<file path="config.mk">
export PLATFORM = sky130hd
export DESIGN_NAME = matvec_stream_frontend
export DESIGN_NICKNAME = d
export VERILOG_FILES = /design/src/rtl/mvm_pkg.sv /design/src/rtl/matvec_result_serializer.sv /design/src/rtl/matvec_stream_frontend.sv
export SDC_FILE = /design/constraint.sdc
export NUM_CORES = 1
export LEC_CHECK = 0
export CORE_MARGIN = 2
export CORE_UTILIZATION = 57
export CTS_BUF_LIST = sky130_fd_sc_hd__clkbuf_4 sky130_fd_sc_hd__clkbuf_8
export DETAILED_ROUTE_END_ITERATION = 8
export PLACE_DENSITY = 0.93
export SYNTH_ARGS = -nofsm -noshare
export SYNTH_HDL_FRONTEND = slang
export SYNTH_SLANG_ARGS = --single-unit
</file>
<file path="constraint.sdc">
create_clock -name clk -period 9.8 [get_ports clk]
set_input_delay 1.96 -clock clk [delete_from_list [all_inputs] [get_ports clk]]
set_output_delay 1.96 -clock clk [all_outputs]
set_load 0.05 [all_outputs]
</file>
<file path="src/rtl/mvm_pkg.sv">
`default_nettype none
// ============================================================================
//  Module   : mvm_pkg
//  Purpose  : Shared types and sizing helpers for the matrix-vector multiplier
//             and its streaming front end.
//  Contents : mvm_state_t   - front-end sequencing states
//             mvm_total()   - element count of one load (N*N matrix + N vector)
//             mvm_cnt_w()   - counter width able to hold 0..v-1 (min 1 bit)
//             c_mvm_*       - default-configuration counts and widths
//  Revision : 1.0 - initial release
// ============================================================================
package mvm_pkg;

    typedef enum logic [1:0] {
        COLLECT = 2'd0,
        START   = 2'd1,
        WAIT    = 2'd2,
        DRAIN   = 2'd3
    } mvm_state_t;

    function automatic int mvm_total(input int n);
        return n * n + n;
    endfunction

    function automatic int mvm_cnt_w(input int v);
        return (v <= 2) ? 1 : $clog2(v);
    endfunction

    // Default configuration (N=3, TIMEOUT=64)
    localparam int c_mvm_n           = 3;
    localparam int c_mvm_timeout     = 64;
    localparam int c_mvm_total       = mvm_total(c_mvm_n);
    localparam int c_mvm_elem_cnt_w  = mvm_cnt_w(c_mvm_total);
    localparam int c_mvm_out_cnt_w   = mvm_cnt_w(c_mvm_n);
    localparam int c_mvm_wait_cnt_w  = mvm_cnt_w(c_mvm_timeout + 1);

endpackage
`default_nettype wire

</file>
<file path="src/rtl/matvec_result_serializer.sv">
`default_nettype none
// ============================================================================
//  Module   : matvec_result_serializer
//  Purpose  : Holds one captured N-element result vector and emits it element
//             by element on a valid/ready stream, element 0 first.
//  Ports    : clk, rst        - clock, synchronous active-high reset
//             load            - capture load_data and start streaming
//             load_data       - packed result vector, element j at [j*WIDTH]
//             m_valid/m_ready - output stream handshake
//             m_data          - current element
//             m_last          - current element is element N-1
//  Revision : 1.0 - initial release
// ============================================================================
module matvec_result_serializer
    import mvm_pkg::*;
#(
    parameter int N     = 3,
    parameter int WIDTH = 8
) (
    input  logic                 clk,
    input  logic                 rst,
    input  logic                 load,
    input  logic [N*WIDTH-1:0]   load_data,
    output logic                 m_valid,
    input  logic                 m_ready,
    output logic [WIDTH-1:0]     m_data,
    output logic                 m_last
);

    localparam int                c_idx_w    = mvm_cnt_w(N);
    localparam logic [c_idx_w-1:0] c_last_idx = c_idx_w'(N - 1);

    logic [N*WIDTH-1:0] r_data;
    logic [c_idx_w-1:0] r_idx;
    logic               r_valid;

    always_ff @(posedge clk) begin
        if (rst) begin
            r_data  <= '0;
            r_idx   <= '0;
            r_valid <= 1'b0;
        end else if (load) begin
            r_data  <= load_data;
            r_idx   <= '0;
            r_valid <= 1'b1;
        end else if (r_valid && m_ready) begin
            if (r_idx == c_last_idx) begin
                r_valid <= 1'b0;
                r_idx   <= '0;
            end else begin
                r_idx <= r_idx + 1'b1;
            end
        end
    end

    // Data and last are pure functions of registers, so they stay put while
    // the consumer stalls.
    assign m_valid = r_valid;
    assign m_data  = r_data[r_idx*WIDTH +: WIDTH];
    assign m_last  = r_valid && (r_idx == c_last_idx);

endmodule
`default_nettype wire

</file>
<file path="src/rtl/matvec_stream_frontend.sv">
`default_nettype none
// ============================================================================
//  Module   : matvec_stream_frontend
//  Purpose  : Packs a serial stream of N*N matrix elements (row-major) then N
//             vector elements into the multiplier operand buses, pulses the
//             multiplier start, waits for done (bounded by TIMEOUT) and
//             streams the N result elements back out.
//  Ports    : clk, rst                 - clock, synchronous active-high reset
//             s_valid/s_ready/s_data   - input element stream
//             m_valid/m_ready/m_data/m_last - result element stream
//             mvm_ena                  - one-cycle multiplier start
//             mvm_matrix_a/mvm_vector_b - packed operands to the multiplier
//             mvm_vector_c/mvm_done    - packed result and completion pulse
//             busy                     - a computation is in flight
//             timeout_err              - sticky: last run timed out
//  Revision : 1.0 - initial release
// ============================================================================
module matvec_stream_frontend
    import mvm_pkg::*;
#(
    parameter int N       = 3,
    parameter int WIDTH   = 8,
    parameter int TIMEOUT = 64
) (
    input  logic                   clk,
    input  logic                   rst,
    input  logic                   s_valid,
    output logic                   s_ready,
    input  logic [WIDTH-1:0]       s_data,
    output logic                   m_valid,
    input  logic                   m_ready,
    output logic [WIDTH-1:0]       m_data,
    output logic                   m_last,
    output logic                   mvm_ena,
    output logic [N*N*WIDTH-1:0]   mvm_matrix_a,
    output logic [N*WIDTH-1:0]     mvm_vector_b,
    input  logic [N*WIDTH-1:0]     mvm_vector_c,
    input  logic                   mvm_done,
    output logic                   busy,
    output logic                   timeout_err
);

    localparam int                 c_total    = mvm_total(N);
    localparam int                 c_elem_w   = mvm_cnt_w(c_total);
    localparam int                 c_wait_w   = mvm_cnt_w(TIMEOUT + 1);
    localparam logic [c_elem_w-1:0] c_nn_idx   = c_elem_w'(N * N);
    localparam logic [c_elem_w-1:0] c_last_idx = c_elem_w'(c_total - 1);
    localparam logic [c_wait_w-1:0] c_wait_end = c_wait_w'(TIMEOUT - 1);

    mvm_state_t              r_state;
    logic [c_elem_w-1:0]     r_elem_idx;
    logic [c_wait_w-1:0]     r_wait_cnt;
    logic [N*N*WIDTH-1:0]    r_mat;
    logic [N*WIDTH-1:0]      r_vec;
    logic                    r_ena;
    logic                    r_terr;

    logic                    w_s_hs;
    logic                    w_load;
    logic                    w_drain_done;

    assign s_ready      = (r_state == COLLECT) && !rst;
    assign w_s_hs       = s_valid && s_ready;
    // Done is only meaningful while waiting; a stray pulse elsewhere is dropped.
    assign w_load       = (r_state == WAIT) && mvm_done;
    assign w_drain_done = m_valid && m_ready && m_last;

    always_ff @(posedge clk) begin
        if (rst) begin
            r_state    <= COLLECT;
            r_elem_idx <= '0;
            r_wait_cnt <= '0;
            r_mat      <= '0;
            r_vec      <= '0;
            r_ena      <= 1'b0;
            r_terr     <= 1'b0;
        end else begin
            r_ena <= 1'b0;
            case (r_state)
                COLLECT: begin
                    if (w_s_hs) begin
                        if (r_elem_idx < c_nn_idx) begin
                            r_mat[r_elem_idx*WIDTH +: WIDTH] <= s_data;
                        end else begin
                            r_vec[(r_elem_idx - c_nn_idx)*WIDTH +: WIDTH] <= s_data;
                        end
                        if (r_elem_idx == c_last_idx) begin
                            r_elem_idx <= '0;
                            r_state    <= START;
                            // Registered so the pulse lines up with START.
                            r_ena      <= 1'b1;
                            r_terr     <= 1'b0;
                        end else begin
                            r_elem_idx <= r_elem_idx + 1'b1;
                        end
                    end
                end
                START: begin
                    r_wait_cnt <= '0;
                    r_state    <= WAIT;
                end
                WAIT: begin
                    // Done is tested first so it wins over a same-cycle timeout.
                    if (mvm_done) begin
                        r_state <= DRAIN;
                    end else if (r_wait_cnt == c_wait_end) begin
                        r_terr  <= 1'b1;
                        r_state <= COLLECT;
                    end else begin
                        r_wait_cnt <= r_wait_cnt + 1'b1;
                    end
                end
                DRAIN: begin
                    if (w_drain_done) begin
                        r_state <= COLLECT;
                    end
                end
                default: r_state <= COLLECT;
            endcase
        end
    end

    matvec_result_serializer #(
        .N     (N),
        .WIDTH (WIDTH)
    ) u_serializer (
        .clk       (clk),
        .rst       (rst),
        .load      (w_load),
        .load_data (mvm_vector_c),
        .m_valid   (m_valid),
        .m_ready   (m_ready),
        .m_data    (m_data),
        .m_last    (m_last)
    );

    assign mvm_ena      = r_ena;
    assign mvm_matrix_a = r_mat;
    assign mvm_vector_b = r_vec;
    assign busy         = (r_state != COLLECT);
    assign timeout_err  = r_terr;

endmodule
`default_nettype wire

</file>
==> run summary <==
PLACE
----------------------------------------------------------------------------------------------------
Number of buffers added on ports                                                                 146
Gp weighted congestion                                                                         0.941
Hpwl dp                                                                                     12400 um

GLOBAL ROUTE
----------------------------------------------------------------------------------------------------
Wire length of the first global-routing pass                                                28500 um
Met1 usage                                                                                     34.2%
Largest net degree at the start of global routing                                                 90
Initial antenna violation count                                                                    0
Routing usage on met3                                                                          7.89%
Met2 track demand over resource                                                                46.6%
Global router's overall resource usage                                                         28.0%
Overflow left after global routing                                                                 0
Number of global-route vias before repair                                                       5816
Busiest metal layer after global routing                                                        met2

SYNTH
----------------------------------------------------------------------------------------------------
Dominant cell by count in the synthesized netlist                                            dfxtp_1
Mean cell area of the mapped netlist                                                      8.94 sq um
Area fraction of the dominant cell type after synthesis                                        41.6%
Proportion of register bits with asynchronous set or reset after synthesis                        0%
Flip-flop and latch count after synthesis                                                        138
Syn Nets                                                                                         794
Leading post-synthesis cells by instance count                                          dfxtp_1 (138), nand2b_1 (102), nand2_1 (98)
Most used flip-flop cell after synthesis                                                     dfxtp_1
Cell taking the most area after synthesis                                                    dfxtp_1
Warnings, synthesis                                                                                0
Cell count after synthesis                                                                       743
Top post-synthesis cells by area                                                        dfxtp_1 (42%), mux2i_1 (14%), nand2b_1 (9.6%)
Area of the mapped netlist                                                              0.00664 sq mm
Fraction of the yosys area taken by sequential cells                                           41.6%
Number of flops mapped to enable cells by yosys                                                    0
Yosys cell types                                                                                  54

TIMING
----------------------------------------------------------------------------------------------------
Number of slew-limit violations in the final report                                                0
Setup repair after global routing missed its margin                                            false
Hold Fails Final Rpt                                                                               0
Transition at the pin with the smallest max-transition slack                                 1280 ps
Final count of negative-setup-slack endpoints                                                      0
Max_slew headroom                                                                              13.6%
Final worst path period need                                                                 5340 ps
Period utilization                                                                             54.4%
Hold Worst Slack                                                                              455 ps
Worst-case clock skew                                                                        13.0 ps
Setup TNS after final layout                                                                    0 ps
F_max                                                                                        187 MHz

DETAILED ROUTING
----------------------------------------------------------------------------------------------------
DRC viols                                                                                          0
Average vias per placed instance                                                                5.76
Number of DRC markers after the initial detailed-route iteration                                 421
DRT Wirelength                                                                              17400 um
Mean routed wirelength per cell                                                              17.1 um
DR vias                                                                                         5867
Detailed Routing Iterations Pass 1                                                                 5
Routed Antenna Nets                                                                                0

CRITICAL PATH
----------------------------------------------------------------------------------------------------
Kind of start point of the critical path                                                   input pin
Critical path's largest stage delay                                                           860 ps
Crit end category                                                                       primary output
Max Fanout on Critical Path                                                                       76
Slowest stage cell on the critical path                                                 clkdlybuf4s50_1
Worst EP required                                                                            7840 ps
Signal arrival time at the worst endpoint                                                    3380 ps
Type of the worst setup path                                                            input pin to primary output
CP Cell Sequence                                                                        buf_4 -> nor3_1 -> clkdlybuf4s50_1

DIE
----------------------------------------------------------------------------------------------------
Number of top-level pins                                                                         147
Initial core utilization                                                                       58.2%
Die Y-Extent                                                                                  112 um
Die outline width                                                                             112 um
Core area                                                                               0.0114 sq mm
Total number of placement rows                                                                    39
Overall die area                                                                        0.0125 sq mm

CLOCK NETWORK
----------------------------------------------------------------------------------------------------
Number of buffers on the longest clock path                                                        2
Clock tree from TritonCTS                                                                       done
Cts repair resizes                                                                                 0
Clock-pin slew reported for the worst setup and hold paths after clock tree synthesis          80 ps
Deepest level of the CTS H-tree                                                                    4
Postcts setup bufs                                                                                 0
Clk root buf                                                                                clkbuf_8
Worst-skew pair later-pin latency                                                             450 ps
Number of buffers inserted for hold repair after clock tree synthesis                              0
Total CTS buffers                                                                                 17
Number of sinks driven by the clock tree                                                         138

FINISH
----------------------------------------------------------------------------------------------------
Register area                                                                           0.00276 sq mm
Filler Cell Count                                                                                827
Area added between synthesis and finish                                                        27.9%
Fraction of layout cells with a size suffix above 1                                            5.83%
Footprint of the multi-input gates                                                      0.00365 sq mm
Final antenna diode count                                                                          0
Layout Nets                                                                                      913

POWER AND IR DROP
----------------------------------------------------------------------------------------------------
P per Cell Area                                                                          130 mW/mm^2
Peak supply drop                                                                           0.0885 mV
Lkg Pwr                                                                                      3.17 nW

HOLD PATH
----------------------------------------------------------------------------------------------------
Class of the most critical hold timing path                                             register to register

JOB
----------------------------------------------------------------------------------------------------
Max cap viols                                                                                      0

STATUS
----------------------------------------------------------------------------------------------------
Outcome                                                                                 complete, no violations

==> layer usage <==
layer | up-vias | wire [um]
li1 | 2817 | -
met1 | 2749 | 7160
met2 | 250 | 8340
met3 | 51 | 1330
met4 | 0 | 556
met5 | - | 0
==> cells in the final DEF (no fill, tap or decap), drive strengths merged, types with 3 or more instances in the layout <==
master | Yosys | layout
clkdlybuf4s50 | 0 | 145
dfxtp | 138 | 138
nand2b | 102 | 102
nand2 | 98 | 98
mux2i | 94 | 94
a21oi | 48 | 48
nor2 | 25 | 25
o21ai | 20 | 20
clkbuf | 42 | 20
nand4 | 20 | 20
nand3 | 16 | 16
nor2b | 14 | 14
ha | 14 | 14
inv | 9 | 12
nor3 | 11 | 11
nor4 | 9 | 9
o22ai | 8 | 8
or3 | 7 | 7
nand3b | 7 | 7
nor3b | 6 | 6
clkinv | 1 | 6
xnor2 | 3 | 3
o211ai | 3 | 3
xor2 | 3 | 3
or2 | 3 | 3
o31ai | 3 | 3
clkinvlp | 0 | 3
buf | 6 | 3
or4b | 3 | 3
==> final timing paths <==
kind	start	endpoint	slack, ps	depth (start not counted)
worst max-delay path	rst	s_ready	4460	3
worst min-delay path	u_serializer.r_data[19]	u_serializer.r_data[19]	460	2
worst max register to register	r_elem_idx[0]	mvm_vector_b[23]	5320	9
worst min register to register	u_serializer.r_data[19]	u_serializer.r_data[19]	460	2
==> where the power goes <==
part | internal (mW) | switching (mW)
Combinational | 0.0377 | 0.0566
Sequential | 0.562 | 0.00335
Clock | 0.219 | 0.224
==> cell families after synthesis <==
| group | synth area share (%) |
|---|---|
| muxes | 14.2 |
| adders and majority gates | 2.64 |
| buffers and inverters | 3.37 |
| DFF | 41.6 |
| AOI/OAI and AO/OA | 8.93 |
| and+or+nand+nor | 28.1 |
| xor gates and xnor gates | 1.15 |
==> critical path, delay by kind of cell <==
kind,cells,cell delay (ps)
buffers and inverters,2,1140
AND/OR/NAND/NOR,1,270
==> flip-flops by register name (all words and copies together), names as in the netlist, 2 cells and up <==
register / cells
mvm_matrix_a: 72
mvm_vector_b: 24
u_serializer.r_data: 24
r_wait_cnt: 7
r_elem_idx: 4
r_state: 2
u_serializer.r_idx: 2
==> final cells by class <==
cell class / instances / share of cell area, %
inverters: 10 / 0.442
clock buffers: 20 / 3.17
multi-input cells: 547 / 43.0
clock inverters: 12 / 1.36
well taps: 143 / 2.11
flip-flops and latches: 138 / 32.5
repair buffers: 148 / 17.4
==> stage by stage <==
stage	setup slack [ps]	cell area (sq um)	instances	utilization, %	power [mW]
after floorplan	4600	6640	743	-	0.638
after global placement	4490	8110	986	71.0	0.669
after detailed placement	4440	8110	986	71.0	0.670
after CTS	4450	8490	1018	74.4	1.11
after global routing	4370	8490	1018	74.4	1.15
final	4460	8490	1018	74.4	1.10
Note: power is estimated with default switching activity, not from simulation.
